[src/rtl/pipe_issue_sched.sv]
// Issue scheduler: inserts NOP bubbles for MEM-port and accumulator hazards.
// Optional SCHED_PERF_EN adds issue/stall counters; bit positions match pipe_defs.vh.
module pipe_issue_sched #(
  parameter int LD_DATA_OFS  = 1,
  parameter int LD_COEFF_OFS = 2,
  parameter int WRITE_OFS    = 3,
  parameter int ADD_LAT      = 3,
  parameter int WIN          = 8,
  parameter int NOP          = 0,
  parameter int LD_DATA      = 1,
  parameter int LD_COEFF     = 2,
  parameter int ADD          = 3,
  parameter int MULT         = 4,
  parameter int WRITE        = 5
) (
  input  logic        clk,
  input  logic        reset,
  input  logic        in_valid,
  output logic        in_ready,
  input  logic [7:0]  in_inst,
  output logic [7:0]  inst,
  output logic        stall,
  output logic        busy,
`ifdef SCHED_PERF_EN
  output logic [15:0] issue_cnt,
  output logic [15:0] stall_cnt,
`endif
  output logic        err
);

  localparam int AW = (ADD_LAT > 1) ? $clog2(ADD_LAT) : 1;
  localparam logic [7:0] NOP_W = 8'(1) << NOP;
  localparam logic [WIN-1:0] M_LD = WIN'(1) << LD_DATA_OFS;
  localparam logic [WIN-1:0] M_CO = WIN'(1) << LD_COEFF_OFS;
  localparam logic [WIN-1:0] M_WR = WIN'(1) << WRITE_OFS;
  localparam logic EQ_LC = (LD_DATA_OFS == LD_COEFF_OFS);
  localparam logic EQ_LW = (LD_DATA_OFS == WRITE_OFS);
  localparam logic EQ_CW = (LD_COEFF_OFS == WRITE_OFS);

  logic           pend_valid;
  logic [7:0]     pend;
  logic [WIN-1:0] res;
  logic [WIN-1:0] want;
  logic [WIN-1:0] res_set;
  logic [AW-1:0]  acc_wait;
  logic           has_ld;
  logic           has_co;
  logic           has_wr;
  logic           conflict;
  logic           mem_hit;
  logic           acc_hit;
  logic           hazard;
  logic           issue_now;
  logic           take;

  always_comb begin
    has_ld    = pend[LD_DATA];
    has_co    = pend[LD_COEFF];
    has_wr    = pend[WRITE];
    want      = ({WIN{has_ld}} & M_LD)
              | ({WIN{has_co}} & M_CO)
              | ({WIN{has_wr}} & M_WR);
    conflict  = (has_ld & has_co & EQ_LC)
              | (has_ld & has_wr & EQ_LW)
              | (has_co & has_wr & EQ_CW);
    mem_hit   = |(want & res);
    acc_hit   = has_wr & (acc_wait != '0);
    hazard    = pend_valid & ~conflict & (mem_hit | acc_hit);
    issue_now = pend_valid & ~hazard;
    take      = issue_now & ~conflict;
    res_set   = res | (take ? want : '0);
  end

  assign in_ready = ~pend_valid | issue_now;
  assign stall    = hazard;
  assign busy     = pend_valid | (|res);

  always_ff @(posedge clk) begin
    if (reset) begin
      pend_valid <= 1'b0;
      pend       <= NOP_W;
      res        <= '0;
      acc_wait   <= '0;
      inst       <= NOP_W;
      err        <= 1'b0;
    end else begin
      if (in_valid && in_ready) begin
        pend_valid <= 1'b1;
        pend       <= in_inst;
      end else if (issue_now) begin
        pend_valid <= 1'b0;
      end
      // Window always advances one slot, whether or not a word issued
      res  <= res_set >> 1;
      inst <= take ? pend : NOP_W;
      if (take && pend[ADD])
        acc_wait <= AW'(ADD_LAT - 1);
      else if (acc_wait != '0)
        acc_wait <= acc_wait - AW'(1);
      if (issue_now && conflict)
        err <= 1'b1;
    end
  end

`ifdef SCHED_PERF_EN
  always_ff @(posedge clk) begin
    if (reset) begin
      issue_cnt <= '0;
      stall_cnt <= '0;
    end else begin
      if (take && (pend != NOP_W) && (issue_cnt != 16'hFFFF))
        issue_cnt <= issue_cnt + 16'd1;
      if (hazard && (stall_cnt != 16'hFFFF))
        stall_cnt <= stall_cnt + 16'd1;
    end
  end
`endif

endmodule

[config.mk]
export PLATFORM = sky130hd
export DESIGN_NAME = pipe_issue_sched
export DESIGN_NICKNAME = d
export VERILOG_FILES = /design/src/rtl/pipe_issue_sched.sv
export SDC_FILE = /design/constraint.sdc
export NUM_CORES = 1
export LEC_CHECK = 0
export CORE_AREA = 2 2 48 50
export DETAILED_ROUTE_END_ITERATION = 10
export DIE_AREA = 0 0 50 52
export PLACE_DENSITY = 0.66
export SYNTH_ARGS = -nofsm -noshare
export SYNTH_HDL_FRONTEND = slang
export SYNTH_SLANG_ARGS = --single-unit
[constraint.sdc]
create_clock -name clk -period 1.7 [get_ports clk]
set_input_delay 0.34 -clock clk [delete_from_list [all_inputs] [get_ports clk]]
set_output_delay 0.34 -clock clk [all_outputs]
set_load 0.01 [all_outputs]
==> results of run 1 <==
-- final timing paths --
| check | slack (ps) | endpoint | depth (start not counted) | startpoint |
|---|---|---|---|---|
| max | 60 | busy | 2 | pend_valid$_SDFFE_PP0P_ |
| min | 460 | pend[7]$_SDFFE_PP0P_ | 2 | pend[7]$_SDFFE_PP0P_ |
| max reg2reg | 270 | pend[3]$_SDFFE_PP0P_ | 6 | res[1]$_SDFF_PP0_ |
| min reg2reg | 460 | pend[7]$_SDFFE_PP0P_ | 2 | pend[7]$_SDFFE_PP0P_ |
-- per-layer routing --
layer,vias to the layer above,global-route usage,share of wire
li1,316,-,-
met1,272,0.126,0.44
met2,11,0.213,0.51
met3,2,0.0287,0.038
met4,0,0.0556,0.012
met5,-,0,0
-- cells in the mapped netlist, drive strengths merged --
library cell  number
dfxtp             21
nand2             15
mux2i              8
nor2               6
and2               4
buf                4
inv                4
a22o               2
a21o               1
a21oi              1
a22oi              1
a32o               1
and4               1
and4b              1
clkbuf             1
conb               1
nand2b             1
nand3              1
nand4              1
o21ai              1
o221a              1
or4                1
-- report_power, final --
group | internal [mW] | total [mW] | switching [mW]
Clock | 0.0876 | 0.236 | 0.148
Combinational | 0.0576 | 0.0966 | 0.0390
Sequential | 0.510 | 0.519 | 0.00951
Total | 0.655 | 0.852 | 0.197
-- layout make-up --
class,count,share of cell area
clock inverters,1,0.00465
flip-flops and latches,21,0.393
inverters,4,0.0140
clock buffers,3,0.0209
repair buffers,30,0.250
multi-input cells,48,0.285
well taps,28,0.0326
-- cell families after synthesis --
family | synth area share
AND/OR/NAND/NOR | 0.192
AO/OA/AOI/OAI | 0.0918
buffers and inverters | 0.0676
multiplexers | 0.103
flip-flops | 0.541
other | 0.00483
-- state kept, by name, summed over array words and instances (netlist names) --
| signal | cells |
|---|---|
| pend_valid | 1 |
| inst | 8 |
| acc_wait | 2 |
| res | 2 |
| pend | 8 |
-- stage by stage --
stage	setup TNS, ps	worst slack, ps	area [sq um]
final	0	64.8	1080
after global routing	0	24.9	1080
after CTS	0	1.00	1090
after detailed placement	-70.2	-70.2	1050
after global placement	-60.6	-60.6	1050
after floorplan	0	340	777
-- repair_timing --
item                                    CTS  global route
gates resized for setup                  13             2
pin swaps                                 2             1
endpoints found under the setup margin    3             2
-- worst max-delay path, stage by stage (launching register included) --
cell and delay [ps]:
dfxtp_2 340, or4_4 520, buf_6 130
-- placed cells by master, fill, tap and decap left out, types with 2 or more instances in the layout --
master	n
dfxtp_1	19
clkdlybuf4s50_1	18
nand2_1	15
buf_4	9
mux2i_1	8
nor2_1	6
and2_1	4
inv_1	3
clkbuf_4	3
dfxtp_2	2
==> run metrics, run 1 <==
status=completed; Layout Nets=around 120; Max Clk Rate=~600 MHz; 1st-iter DRT viols=0; Tightest Hold Check Type=register to register; largest cells by area after synthesis=dfxtp_1 54%, mux2i_1 10%, nand2_1 7.2%, and2_1 3.2%, buf_4 2.9%; register area=423 sq um; ANT nets after route=0; Avg Cell Area, Syn=around 10 sq um; Worst EP required=~1400 ps; Syn Nets=89; clock sinks=21; flops & latches, synth=21; Syn Inst Count=78; Site Rows=17; proportion of layout cells with a drive suffix above 1=0.215; FILL cells=slightly above 200; crit share post-route=0.962; CTS tree=yes; yosys warns=0; number of top-level pins=23; post-synth top area share=0.541; via count=601; core area=between 2000 and 2500 sq um; CTS buffer count=3; DRT Wirelength=about 1400 um; DR vias/cell=~4.5; critical path peak fanout=2; multi-input logic area=307 sq um; Worst setup EP type=primary output; Max VDD drop=0.365 mV; final number of setup-violating endpoints=0; Post-CTS Setup Inserts=0; largest net degree at the start of global routing=19; fin. max-slew vios=0; # diodes=0; MaxCap Viol Count=0; RSZ-0062 raised after global routing=no; height of the die=~52 um; overall routing resource usage=0.117; DIE WIDTH=50 um; CP startpoint kind=register; number of global-route vias before repair=~570; post-route clock skew=1.84 ps; Non-Filler Instances=approximately 140; Synth area leader=dfxtp_1; GRT Residual Overflow=0; clock-pin slew on the worst setup and hold paths=120 ps; drt drc=0; Final Core Density=0.511; Placer Congestion=a little over 0.7; routed len/inst=10.5 um; worst hold slack=around 460 ps; Port Buffer Count=21; CTS Buffer Depth=2; Final Hold Vio Count=0; critical path class=register to primary output; Placed Instances=~130; Area growth syn-to-layout=38.5%; Starting Density=0.369; Synth cell types=25; Tmin final=~1600 ps; first-pass GRT wire length=2300 um; H-Tree Depth=1; P_leak=0.465 nW; Post-Synthesis Cell Area=just under 800 sq um; P per Cell Area=roughly 790 nW/um^2; die area=approximately 2600 sq um; antenna violations before repair=0; Pwr Total=about 0.85 mW; CTS root buffer=clkbuf_4; hold buffers post-CTS=0; clk_lat worst skew=~300 ps; DR pass1 iterations=1; HPWL after DPL=roughly 1000 um; crit path DAT=roughly 1300 ps; sequential area share after synthesis=0.541
Note: power is estimated with default switching activity, not from simulation.
==> run 2, diff against run 1 <==
ABC_CLOCK_PERIOD_IN_PS = 1700   (was not set)
CELL_PAD_IN_SITES_DETAIL_PLACEMENT = 1   (was not set)
CELL_PAD_IN_SITES_GLOBAL_PLACEMENT = 1   (was not set)
CORE_AREA = 2 2 52 54   (was 2 2 48 50)
CTS_CLUSTER_DIAMETER = 150   (was not set)
DIE_AREA = 0 0 54 56   (was 0 0 50 52)
PLACE_DENSITY = not set   (was 0.66)
PLACE_DENSITY_LB_ADDON = 0.1   (was not set)
==> run metrics, run 2 (synthesis gave the netlist of run 1 again) <==
Worst EP required=1360 ps (about the same); hold buffers post-CTS=0 (unchanged); number of top-level pins=23 (unchanged); multi-input logic area=307 sq um (unchanged); Crit. Startpoint=res[1]$_SDFF_PP0_; GRT Residual Overflow=0 (unchanged); proportion of layout cells with a drive suffix above 1=0.229 (+0.0144); critical path class=register to primary output; DRT Wirelength=1660 um (+17%); clk_lat worst skew=300 ps (about the same); CTS root buffer=clkbuf_4; antenna violations before repair=0 (unchanged); DR pass1 iterations=4 (+3); r2r setup slk=280 ps (about the same); Starting Density=0.319 (-0.0495); Port Buffer Count=21 (unchanged); Final Core Density=0.456 (-0.0547); Tmin final=1650 ps (+17.4 ps); crit share post-route=0.972 (+0.0103); DP Worst Slack=-81.2 ps (-11.0 ps); Finished Cell Area=1110 sq um (+3.1%); most frequent cells in the layout=18 x dfxtp_1, 18 x clkdlybuf4s50_1, 15 x nand2_1; Tightest Hold Check Type=register to register; MaxCap Viol Count=0 (unchanged); clock sinks=21 (unchanged); Area after DPL=1070 sq um (+2.1%); CTS Buffer Depth=2 (unchanged); DR vias/cell=4.67 (+4.9%); fin. max-slew vios=0 (unchanged); post-route clock skew=3.20 ps (+1.36 ps); Max Clk Rate=605 MHz (-1.1%); register area=424 sq um (+0.30%); first-pass GRT wire length=2950 um (+28%); routed len/inst=11.9 um (+14%); Layout Nets=121 (+1.7%); drt drc=0 (unchanged); Placer Congestion=0.666 (-5.5%); Final Hold Vio Count=0 (unchanged); Site Rows=18 (+1); CP startpoint kind=register; hold endpoint=pend[7]$_SDFFE_PP0P_; PnR worst setup slack=47.3 ps (-17.4 ps); status=completed; Max VDD drop=0.373 mV (+2.3%); FF-to-FF path depth=6 (unchanged); final number of setup-violating endpoints=0 (unchanged); height of the die=56 um (+7.7%); critical path peak fanout=2 (unchanged); CTS tree=yes; 1st-iter DRT viols=4 (+4); H-Tree Depth=1 (unchanged); core area=2430 sq um (+16%); RSZ-0062 raised after global routing=yes; RR Endpoint=pend[1]$_SDFFE_PP0P_; Worst Hold Launch=pend[7]$_SDFFE_PP0P_; via count=649 (+8.0%); HPWL after DPL=1250 um (+19%); die area=3020 sq um (+16%); number of global-route vias before repair=695 (+22%); largest registers=inst x8, pend x8; Area growth syn-to-layout=42.8%; worst r2r src=res[1]$_SDFF_PP0_; CTS buffer count=3 (unchanged); P per Cell Area=779 nW/um^2 (-1.7%); FILL cells=292 (+43%); hold path depth=2 (unchanged); largest net degree at the start of global routing=19 (unchanged); overall routing resource usage=0.135 (+0.0179); worst hold slack=457 ps (-4.83 ps); clock-pin slew on the worst setup and hold paths=110 ps (about the same); P_leak=0.477 nW (+2.7%); DIE WIDTH=54 um (+8.0%); ANT nets after route=0 (unchanged); crit path DAT=1310 ps (about the same); Worst setup EP type=primary output; # diodes=0 (unchanged)
==> run 2: cell count changes in the layout (fill, tap and decap cells not counted) <==
cell	delta
buf_12	+1
clkinv_2	-1
buf_6	+1
dfxtp_1	-1
buf_2	+1
dfxtp_2	+1
clkbuf_2	-1
clkbuf_1	+1
==> run 2: cell type report <==
class | count | area share
Sequential cell | 21 | 0.382
Multi-Input combinational cell | 48 | 0.276
Timing Repair Buffer | 32 | 0.271
Clock buffer | 4 | 0.0237
Tap cell | 30 | 0.0338
Inverter | 4 | 0.0135
==> run 2: power breakdown <==
group	internal [mW]	leakage, nW	switching [mW]
logic	0.0634	0.290	0.0418
registers	0.510	0.173	0.00971
clock network	0.0914	0.0150	0.148
==> run 2: worst max-delay path by stage <==
stage                          end  slack [ps]
final                         busy          50
after global routing         stall          -3
after CTS                 in_ready          10
after detailed placement      busy         -80
after global placement        busy         -70
after floorplan               busy         340
==> run 2: repair_timing <==
action	CTS	global route
setup buffers	1	0
resized for setup	15	3
setup endpoints to repair	3	3
endpoints found under the hold margin	0	0
pin swaps	3	2
==> run 2: layer usage <==
metal	GRT usage	vias up	routed length, um
met5	0	-	0
met4	0.0750	0	44
met3	0.0323	5	90
met2	0.220	18	812
met1	0.155	306	712
li1	-	320	-
==> run 2: critical path, stage by stage, from the launching register on <==
cell     delay, ps
dfxtp_2        350
buf_4          130
or4_4          410
buf_6          130
==> run 2: per-stage QoR <==
| step | cells | setup TNS (ps) | total power [mW] |
|---|---|---|---|
| 6_report | 139 | 0 | 0.864 |
| 5_1_grt | 139 | -2.92 | 0.918 |
| 4_1_cts | 139 | 0 | 0.884 |
| 3_5_place_dp | 134 | -81.2 | 0.635 |
| 3_3_place_gp | 134 | -67.8 | 0.633 |
| 2_1_floorplan | 78 | 0 | 0.577 |
==> run 3, diff against run 2 <==
PLACE_DENSITY = 0.79   (was not set)
PLACE_DENSITY_LB_ADDON = not set   (was 0.1)
==> run metrics, run 3 (synthesis gave the netlist of run 1 again) <==
CP peak stage delay=340 ps (-70 ps); crit path DAT=1300 ps (about the same); P per Cell Area=780 nW/um^2 (+0.18%); P_leak=0.489 nW (+2.3%); drt drc=0 (unchanged); fin. max-slew vios=0 (unchanged); Pwr Total=0.854 mW (-1.2%); Tmin final=1640 ps (-14.1 ps); Finished Cell Area=1090 sq um (-1.4%); hold endpoint=inst[0]$_SDFF_PP1_; register area=423 sq um (-0.29%); DIE WIDTH=54 um (unchanged); Starting Density=0.319 (unchanged); post-route clock skew=0.535 ps (-2.66 ps); critical path class=register to primary output; core area=2430 sq um (unchanged); Placed Instances=133 (-0.75%); Max VDD drop=0.368 mV (-1.5%); clk_lat worst skew=300 ps (about the same); worst hold slack=451 ps (-6.30 ps); Final Core Density=0.450 (-0.00617); critical path peak fanout=3 (+1); antenna violations before repair=0 (unchanged); FF-to-FF path depth=8 (+2); Non-Filler Instances=139 (unchanged); crit share post-route=0.964 (-0.00827); Site Rows=18 (unchanged); DRT Wirelength=1620 um (-2.2%); hold buffers post-CTS=0 (unchanged); Worst setup EP type=primary output; final number of setup-violating endpoints=0 (unchanged); 1st-iter DRT viols=4 (unchanged); most frequent cells in the layout=19 x dfxtp_1, 17 x clkdlybuf4s50_1, 15 x nand2_1; most common cell after layout, fill and taps aside=dfxtp_1; Worst EP required=1360 ps (about the same); clock-pin slew on the worst setup and hold paths=110 ps (about the same); CTS tree=yes; Placer Congestion=0.736 (+10%); Final Hold Vio Count=0 (unchanged); largest registers=inst x8, pend x8; CP cell instances=buf_4 -> a22oi_2 -> a21o_2 -> inv_1 -> buf_2; RSZ-0062 raised after global routing=yes; CTS Buffer Depth=2 (unchanged); r2r setup slk=70 ps (-210 ps); RR Endpoint=pend[7]$_SDFFE_PP0P_; GRT Residual Overflow=0 (unchanged); routed len/inst=11.7 um (-2.2%); Worst Hold Launch=pend[0]$_SDFFE_PP1P_; clock sinks=21 (unchanged); multi-input logic area=307 sq um (unchanged); Area after DPL=1050 sq um (-1.9%); height of the die=56 um (unchanged); # diodes=0 (unchanged); status=completed; setup TNS=0 ps (unchanged); ANT nets after route=0 (unchanged); CTS buffer count=3 (unchanged); CP startpoint kind=register; largest net degree at the start of global routing=19 (unchanged); Port Buffer Count=21 (unchanged); number of top-level pins=23 (unchanged); DR vias/cell=4.63 (-0.92%); CTS root buffer=clkbuf_4; Area growth syn-to-layout=40.9%; Max Clk Rate=610 MHz (+0.86%); FILL cells=298 (+2.1%); overall routing resource usage=0.124 (-0.0108); DP Worst Slack=-75.5 ps (+5.65 ps); H-Tree Depth=1 (unchanged); CP max stage cell=dfxtp_2; worst r2r src=res[1]$_SDFF_PP0_; hold path depth=1 (-1); first-pass GRT wire length=2780 um (-5.6%); HPWL after DPL=1270 um (+2.0%); die area=3020 sq um (unchanged); Tightest Hold Check Type=register to register; MaxCap Viol Count=0 (unchanged); DR pass1 iterations=2 (-2); number of global-route vias before repair=686 (-1.3%); via count=643 (-0.92%); Layout Nets=121 (unchanged); proportion of layout cells with a drive suffix above 1=0.220 (-0.00917); PnR worst setup slack=61.4 ps (+14.1 ps)
## run 3: cell count changes in the layout (fill, tap and decap cells not counted)
cell and change:
clkdlybuf4s50_1 -1, buf_6 -1, dfxtp_1 +1, buf_4 +2, dfxtp_2 -1, dlymetal6s2s_1 +1, buf_12 -1, clkbuf_2 +1
buf_2 -1
## run 3: critical path, delay by kind of cell (launching register included)
family          cells  cell delay (ps)
compound gates      2              370
buf+inv             3              290
flops               1              340
## run 3: where the power goes
group / switching, mW / internal [mW] / leakage [nW]
logic: 0.0398 / 0.0579 / 0.301
clock network: 0.145 / 0.0915 / 0.0150
registers: 0.00993 / 0.510 / 0.172
## run 3: cell type report
| type | count | area share |
|---|---|---|
| clock buffer | 4 | 0.0240 |
| timing repair buffer | 32 | 0.262 |
| inverter | 4 | 0.0137 |
| tap | 30 | 0.0343 |
| sequential | 21 | 0.386 |
| multi-input combinational | 48 | 0.280 |
## run 3: how the worst max path moves through the flow
stage	from	to	slack (ps)	cells after the start
floorplan	pend_valid$_SDFFE_PP0P_	busy	340	1
global placement	pend_valid$_SDFFE_PP0P_	busy	-60	2
detailed placement	pend_valid$_SDFFE_PP0P_	busy	-80	2
CTS	res[1]$_SDFF_PP0_	stall	-2	5
global route	res[1]$_SDFF_PP0_	pend[0]$_SDFFE_PP1P_	-40	8
finish	res[1]$_SDFF_PP0_	stall	60	5
## run 3: timing repair
item	in CTS	in global routing
gates resized for setup	13	3
endpoints found under the setup margin	3	3
buffers inserted	1	1
pin swaps	2	2
## run 3: per-layer routing
| metal | global-route usage | vias up | routed length [um] |
|---|---|---|---|
| met5 | 0 | - | 0 |
| met4 | 0.0750 | 0 | 42 |
| met3 | 0.0161 | 4 | 57 |
| met2 | 0.221 | 14 | 884 |
| met1 | 0.130 | 305 | 637 |
| li1 | - | 320 | - |
